--- src/rtl/rv_pkg.sv ---
// Shared writeback-path definitions: source-select encodings and register index constants.
package rv_pkg;

   localparam int REG_IDX_W = 5;

   typedef enum logic [1:0] {
      WB_SRC_HALF     = 2'b00,
      WB_SRC_MEM      = 2'b01,
      WB_SRC_HALF_ALT = 2'b10,
      WB_SRC_ZERO     = 2'b11
   } wb_src_e;

   localparam logic [REG_IDX_W-1:0] X0 = '0;

endpackage

--- src/rtl/wb_regfile_if.sv ---
// MEM/WB-to-regfile bus: writeback request, decode read ports and forwarding outputs.
interface wb_regfile_if #(
   parameter int XLEN  = 32,
   parameter int CNT_W = 64
);
   import rv_pkg::*;

   logic                 regesterW;
   logic [1:0]           regSrc;
   logic [REG_IDX_W-1:0] Rd;
   logic [XLEN-1:0]      reg_write_data_half;
   logic [XLEN-1:0]      Mout;
   logic                 stall;
   logic [REG_IDX_W-1:0] rs1;
   logic [REG_IDX_W-1:0] rs2;
   logic [XLEN-1:0]      rd1;
   logic [XLEN-1:0]      rd2;
   logic [XLEN-1:0]      wb_data;
   logic                 wb_en;
   logic [CNT_W-1:0]     instret;

   modport master (
      output regesterW, regSrc, Rd, reg_write_data_half, Mout, stall, rs1, rs2,
      input  rd1, rd2, wb_data, wb_en, instret
   );

   modport slave (
      input  regesterW, regSrc, Rd, reg_write_data_half, Mout, stall, rs1, rs2,
      output rd1, rd2, wb_data, wb_en, instret
   );

endinterface

--- src/rtl/wb_select.sv ---
// Combinational writeback source mux; also instantiated by the EX forwarding unit.
module wb_select
   import rv_pkg::*;
#(
   parameter int XLEN = 32
) (
   input  logic [1:0]      sel,
   input  logic [XLEN-1:0] half,
   input  logic [XLEN-1:0] mem,
   output logic [XLEN-1:0] data
);

   always_comb begin
      data = '0;
      case (wb_src_e'(sel))
         WB_SRC_HALF:     data = half;
         WB_SRC_MEM:      data = mem;
         WB_SRC_HALF_ALT: data = half;
         WB_SRC_ZERO:     data = '0;
         default:         data = '0;
      endcase
   end

endmodule

--- src/rtl/wb_regfile.sv ---
// Writeback stage: selects the result, commits it to the integer register file,
// serves two bypassed read ports and counts retired writebacks.
module wb_regfile
   import rv_pkg::*;
#(
   parameter int XLEN  = 32,
   parameter int NREG  = 32,
   parameter int CNT_W = 64
) (
   input logic         clk,
   input logic         rst,
   wb_regfile_if.slave bus
);

   logic [XLEN-1:0]  regs_q [NREG];
   logic [XLEN-1:0]  regs_d [NREG];
   logic [CNT_W-1:0] instret_q;
   logic [CNT_W-1:0] instret_d;
   logic [XLEN-1:0]  wb_data;
   logic             wb_en;
   logic             retire;

   wb_select #(.XLEN(XLEN)) u_sel (
      .sel  (bus.regSrc),
      .half (bus.reg_write_data_half),
      .mem  (bus.Mout),
      .data (wb_data)
   );

   // A held instruction commits and retires only on the first unstalled cycle.
   assign retire = bus.regesterW & ~bus.stall;
   assign wb_en  = retire & (bus.Rd != X0);

   always_comb begin
      regs_d = regs_q;
      if (wb_en) regs_d[bus.Rd] = wb_data;
      instret_d = instret_q;
      if (retire) instret_d = instret_q + 1'b1;
   end

   always_ff @(posedge clk) begin
      if (rst) begin
         for (int i = 0; i < NREG; i++) regs_q[i] <= '0;
         instret_q <= '0;
      end else begin
         regs_q    <= regs_d;
         instret_q <= instret_d;
      end
   end

   // Same-cycle bypass lets ID see the value being written this edge.
   always_comb begin
      bus.rd1 = regs_q[bus.rs1];
      if (bus.rs1 == X0)                     bus.rd1 = '0;
      else if (wb_en && (bus.Rd == bus.rs1)) bus.rd1 = wb_data;

      bus.rd2 = regs_q[bus.rs2];
      if (bus.rs2 == X0)                     bus.rd2 = '0;
      else if (wb_en && (bus.Rd == bus.rs2)) bus.rd2 = wb_data;
   end

   assign bus.wb_data = wb_data;
   assign bus.wb_en   = wb_en;
   assign bus.instret = instret_q;

endmodule

--- src/flat_wrapper.sv ---
// flat-port wrapper written by rule: the top's interface ports become plain ports
module wb_regfile_flat import rv_pkg::*;
#(
   parameter int XLEN  = 32,
   parameter int NREG  = 32,
   parameter int CNT_W = 64
)
  (clk, rst, bus_regesterW, bus_regSrc, bus_Rd, bus_reg_write_data_half, bus_Mout, bus_stall, bus_rs1, bus_rs2, bus_rd1, bus_rd2, bus_wb_data, bus_wb_en, bus_instret);
  wb_regfile_if #(.XLEN(XLEN), .CNT_W(CNT_W)) bus_i ();
  input logic clk;
  input logic rst;
  input wire logic [$bits(bus_i.regesterW)-1:0] bus_regesterW;
  input wire logic [$bits(bus_i.regSrc)-1:0] bus_regSrc;
  input wire logic [$bits(bus_i.Rd)-1:0] bus_Rd;
  input wire logic [$bits(bus_i.reg_write_data_half)-1:0] bus_reg_write_data_half;
  input wire logic [$bits(bus_i.Mout)-1:0] bus_Mout;
  input wire logic [$bits(bus_i.stall)-1:0] bus_stall;
  input wire logic [$bits(bus_i.rs1)-1:0] bus_rs1;
  input wire logic [$bits(bus_i.rs2)-1:0] bus_rs2;
  output wire logic [$bits(bus_i.rd1)-1:0] bus_rd1;
  output wire logic [$bits(bus_i.rd2)-1:0] bus_rd2;
  output wire logic [$bits(bus_i.wb_data)-1:0] bus_wb_data;
  output wire logic [$bits(bus_i.wb_en)-1:0] bus_wb_en;
  output wire logic [$bits(bus_i.instret)-1:0] bus_instret;
  assign bus_i.regesterW = bus_regesterW;
  assign bus_i.regSrc = bus_regSrc;
  assign bus_i.Rd = bus_Rd;
  assign bus_i.reg_write_data_half = bus_reg_write_data_half;
  assign bus_i.Mout = bus_Mout;
  assign bus_i.stall = bus_stall;
  assign bus_i.rs1 = bus_rs1;
  assign bus_i.rs2 = bus_rs2;
  assign bus_rd1 = bus_i.rd1;
  assign bus_rd2 = bus_i.rd2;
  assign bus_wb_data = bus_i.wb_data;
  assign bus_wb_en = bus_i.wb_en;
  assign bus_instret = bus_i.instret;
  wb_regfile #(.XLEN(XLEN), .NREG(NREG), .CNT_W(CNT_W)) u_core (.clk(clk), .rst(rst), .bus(bus_i));
endmodule
--- config.mk ---
export PLATFORM = sky130hd
export DESIGN_NAME = wb_regfile_flat
export DESIGN_NICKNAME = d
export VERILOG_FILES = /design/src/rtl/rv_pkg.sv /design/src/rtl/wb_regfile_if.sv /design/src/rtl/wb_select.sv /design/src/rtl/wb_regfile.sv /design/src/flat_wrapper.sv
export SDC_FILE = /design/constraint.sdc
export NUM_CORES = 2
export LEC_CHECK = 0
export CAP_MARGIN = 20
export CELL_PAD_IN_SITES_DETAIL_PLACEMENT = 1
export CELL_PAD_IN_SITES_GLOBAL_PLACEMENT = 2
export CORE_UTILIZATION = 36
export DETAILED_ROUTE_END_ITERATION = 10
export HOLD_SLACK_MARGIN = 0.1
export PLACE_DENSITY_LB_ADDON = 0.15
export SLEW_MARGIN = 20
export SYNTH_ARGS = -nofsm -noshare
export SYNTH_HDL_FRONTEND = slang
export SYNTH_SLANG_ARGS = --single-unit
export TNS_END_PERCENT = 20
--- constraint.sdc ---
create_clock -name clk -period 3.12 [get_ports clk]
set_clock_uncertainty 0.15 [all_clocks]
set_input_delay 0.624 -clock clk [delete_from_list [all_inputs] [get_ports clk]]
set_output_delay 0.624 -clock clk [all_outputs]
set_load 0.1 [all_outputs]
==> results_dict.tcl <==
set metrics [dict create \
    status "finished with violations" \
    violations "negative setup slack" \
    std_cell_rows 141 \
    pwr-share-seq 0.394 \
    clockBufferDepth 3 \
    relSlewSlack 0.5670 \
    root_buffer "clkbuf_16" \
    synth_top_cell_by_area "dfxtp_1" \
    p_int_mw 25.54 \
    wire_per_inst_um 32.33 \
    synth_cell_types 60 \
    rsz0062_at_grt "true" \
    crit_chain "buf_12 -> or3_4 -> o31a_4 -> buf_6 -> nand4_1 -> buf_12 -> buf_12 -> nand4_1 -> buf_4 -> a21oi_4 -> buf_12" \
    p_leak_nw 25.22 \
    power.share.switching 0.2855 \
    synthesis.nets 5582 \
    r2r_cells 7 \
    drtAntennaViolNets 0 \
    drt_first_pass_iters 5 \
    pwr-share-clk 0.442 \
    clk_latency_ns 0.78 \
    max_freq_mhz 270.4 \
    ys_top_cells_by_area "dfxtp_1 (40%), mux4_2 (18%), a211oi_1 (15%)" \
    gp_congestion 0.9136 \
    cts_made_buffers 133 \
    critPathCaptureType "output port" \
    via_per_inst 6.174 \
    overflow 0 \
    finalMaxSlewViolations 0 \
    dp.final_hpwl_um 185300 \
    die_area_um2 151300 \
    dp_slack_ns -1.222 \
    cp_common_cell "buf_12" \
    synth_top_area_share 0.4040 \
    critPathMaxFanout 3 \
    min_to "u_core.regs_q[996]" \
    grt_pass1_wl_um 372900 \
    grt_pass1_vias 50660 \
    antenna_found_initial 10 \
    final_common_cell "nor2_1" \
    area_growth_pct 37.10 \
    peakVddDrop_uv 463.5 \
    synthFlopType "dfxtp_1" \
    cts_tree "yes" \
    start_util 0.3638 \
    routed_wl_um 262700 \
    crit_arrival_ns 2.92 \
    syn_inst 5496 \
    postPlaceCellArea_um2 66910 \
    die_w_um 389.0 \
    critical-path-top-delay-family "buffers and inverters" \
    grtUsageTotal 0.3394 \
    final_util 0.4987 \
    rrSetupSlack_ns 0.34 \
    port_buffers 245 \
    diodes 0 \
    synth_seq_cells 1088 \
    p_switching_mw 10.20 \
    clock-sinks 1088 \
    clk_pin_slew_worst_paths_ns 0.05 \
    period_share 1.186 \
    io_pins 246 \
    async_flop_share 0 \
    max_cap_viol_count 0 \
    drive_gt1_frac 0.3262 \
    tns_ns -25.20 \
    crit_buf_inv 6 \
    coreArea_um2 148200 \
    hold_depth 1 \
    r2r_end "u_core.bus.instret[52]" \
    htreeDepth 4 \
    finalSetupViolCount 67 \
    startpoint_type "input port" \
    min-delay-start "u_core.regs_q[996]" \
    worst_slack_ns -0.5789 \
    final_hold_viol_count 0 \
    powerDensity_nw_per_um2 483.6 \
    drc 0 \
    period_minus_slack_ns 3.699 \
    critPathKind "in -> out" \
    vias 50149 \
    critPathMaxStageDelay_ns 0.41 \
    yosys_warnings 0 \
    stdcell_area_um2 73910 \
    drt_iter0_markers 4448 \
    fin_nets 6177 \
    crit_path_top_delay_cell "or3_4" \
    yosysSeqAreaShare 0.4040 \
    die_y_um 389.0 \
    power.combinational.fraction 0.165 \
    synth_area_um2 53910 \
    grt_max_degree 95 \
    synth_edf_count 0 \
    layout_common_cells "nor2_1 (1114), dfxtp_1 (1075), a211oi_1 (1003)" \
    cp.required_ns 2.35 \
    worstMarginPinSlew_ns 0.6482 \
    r2r-start "u_core.bus.instret[16]" \
    avgSynthCellArea_um2 9.809 \
    hold_class "reg -> reg" \
]
[registers in the layout (all words and copies together) (netlist names)]
register / count
u_core.bus.instret: 64
u_core.regs_q: 1024
[metal layers]
layer  GRT usage  up-vias  wire, µm
met4      0.1667        4     13050
met2      0.5286     1998    119200
met1      0.4428    25744    110100
li1            -    21883         -
met5           0        -        27
met3     0.07733      520     20330
[synth_stat cells, types with 38 or more instances]
cell	number
nor3_1	57
clkbuf_1	524
nor2b_1	64
nor2_1	1167
mux4_2	420
xnor2_1	38
a211oi_1	1068
inv_1	47
o21ai_0	47
a21oi_1	69
mux2i_1	195
buf_2	84
nand3_1	45
nand2_1	104
a22oi_1	120
dfxtp_1	1088
o22ai_1	99
[worst max path at each step]
stage	from	end	slack, ns	cells after the start
floorplan	bus_Rd[2]	bus_rd2[17]	-0.92	9
global route	u_core.regs_q[283]	bus_rd2[27]	-0.56	8
finish	bus_Rd[2]	bus_rd2[27]	-0.58	11
global placement	bus_Rd[3]	bus_rd1[11]	-1.18	10
detailed placement	bus_Rd[3]	bus_rd1[11]	-1.22	10
CTS	bus_Rd[2]	bus_rd2[23]	-0.53	11
[worst register-to-register path: stages (launching register included)]
cell and delay [ns]:
dfxtp_1 0.46, nand4_1 0.20, nor4_2 0.34, buf_4 0.23, nand3_1 0.18, or4_1 0.61, or3_1 0.36, a21oi_1 0.17
[cell type report]
| cell class | instances | area, µm² |
|---|---|---|
| fillers | 15655 | 74280 |
| clock buffers | 197 | 3964 |
| inverters | 50 | 188.9 |
| clock inverters | 40 | 414.1 |
| well taps | 1930 | 2415 |
| repair buffers | 1097 | 13320 |
| multi-input cells | 3721 | 31810 |
| flip-flops and latches | 1088 | 21800 |
[kinds of logic after synthesis]
kind of cell,share of synthesized area
DFF,0.4040
AOI/OAI and AO/OA,0.1983
adders and majority gates,0.0002321
muxes,0.2156
buffers and inverters,0.05097
xor gates and xnor gates,0.009748
and+or+nand+nor,0.1210
[stage by stage]
| stage | instances | hold WS [ns] | power (mW) |
|---|---|---|---|
| finish | 8123 | 0.3350 | 35.74 |
| global route | 8123 | 0.3157 | 36.71 |
| CTS | 8067 | 0.3305 | 35.74 |
| detailed placement | 7796 | 0.3203 | 19.85 |
| global placement | 7796 | 0.3134 | 19.82 |
| floorplan | 5496 | 0.3009 | 17.04 |
[power by group through the flow]
| stage | clock, mW | combinational [mW] | sequential, mW |
|---|---|---|---|
| after CTS | 16.0 | 5.68 | 14.1 |
| after global routing | 16.6 | 6.03 | 14.1 |
| after floorplan | 0 | 2.69 | 14.4 |
| final | 15.8 | 5.89 | 14.1 |
| after detailed placement | 0 | 5.48 | 14.4 |
| after global placement | 0 | 5.46 | 14.4 |
[repair_timing]
action                                 CTS  global route
setup endpoints to repair               93            68
gates resized for setup                253           144
buffers inserted                        27            55
pin swaps                               52            44
endpoints found under the hold margin    6             0
hold buffers                             1             0
gates cloned                             7             4
Note: power is estimated with default switching activity, not from simulation.
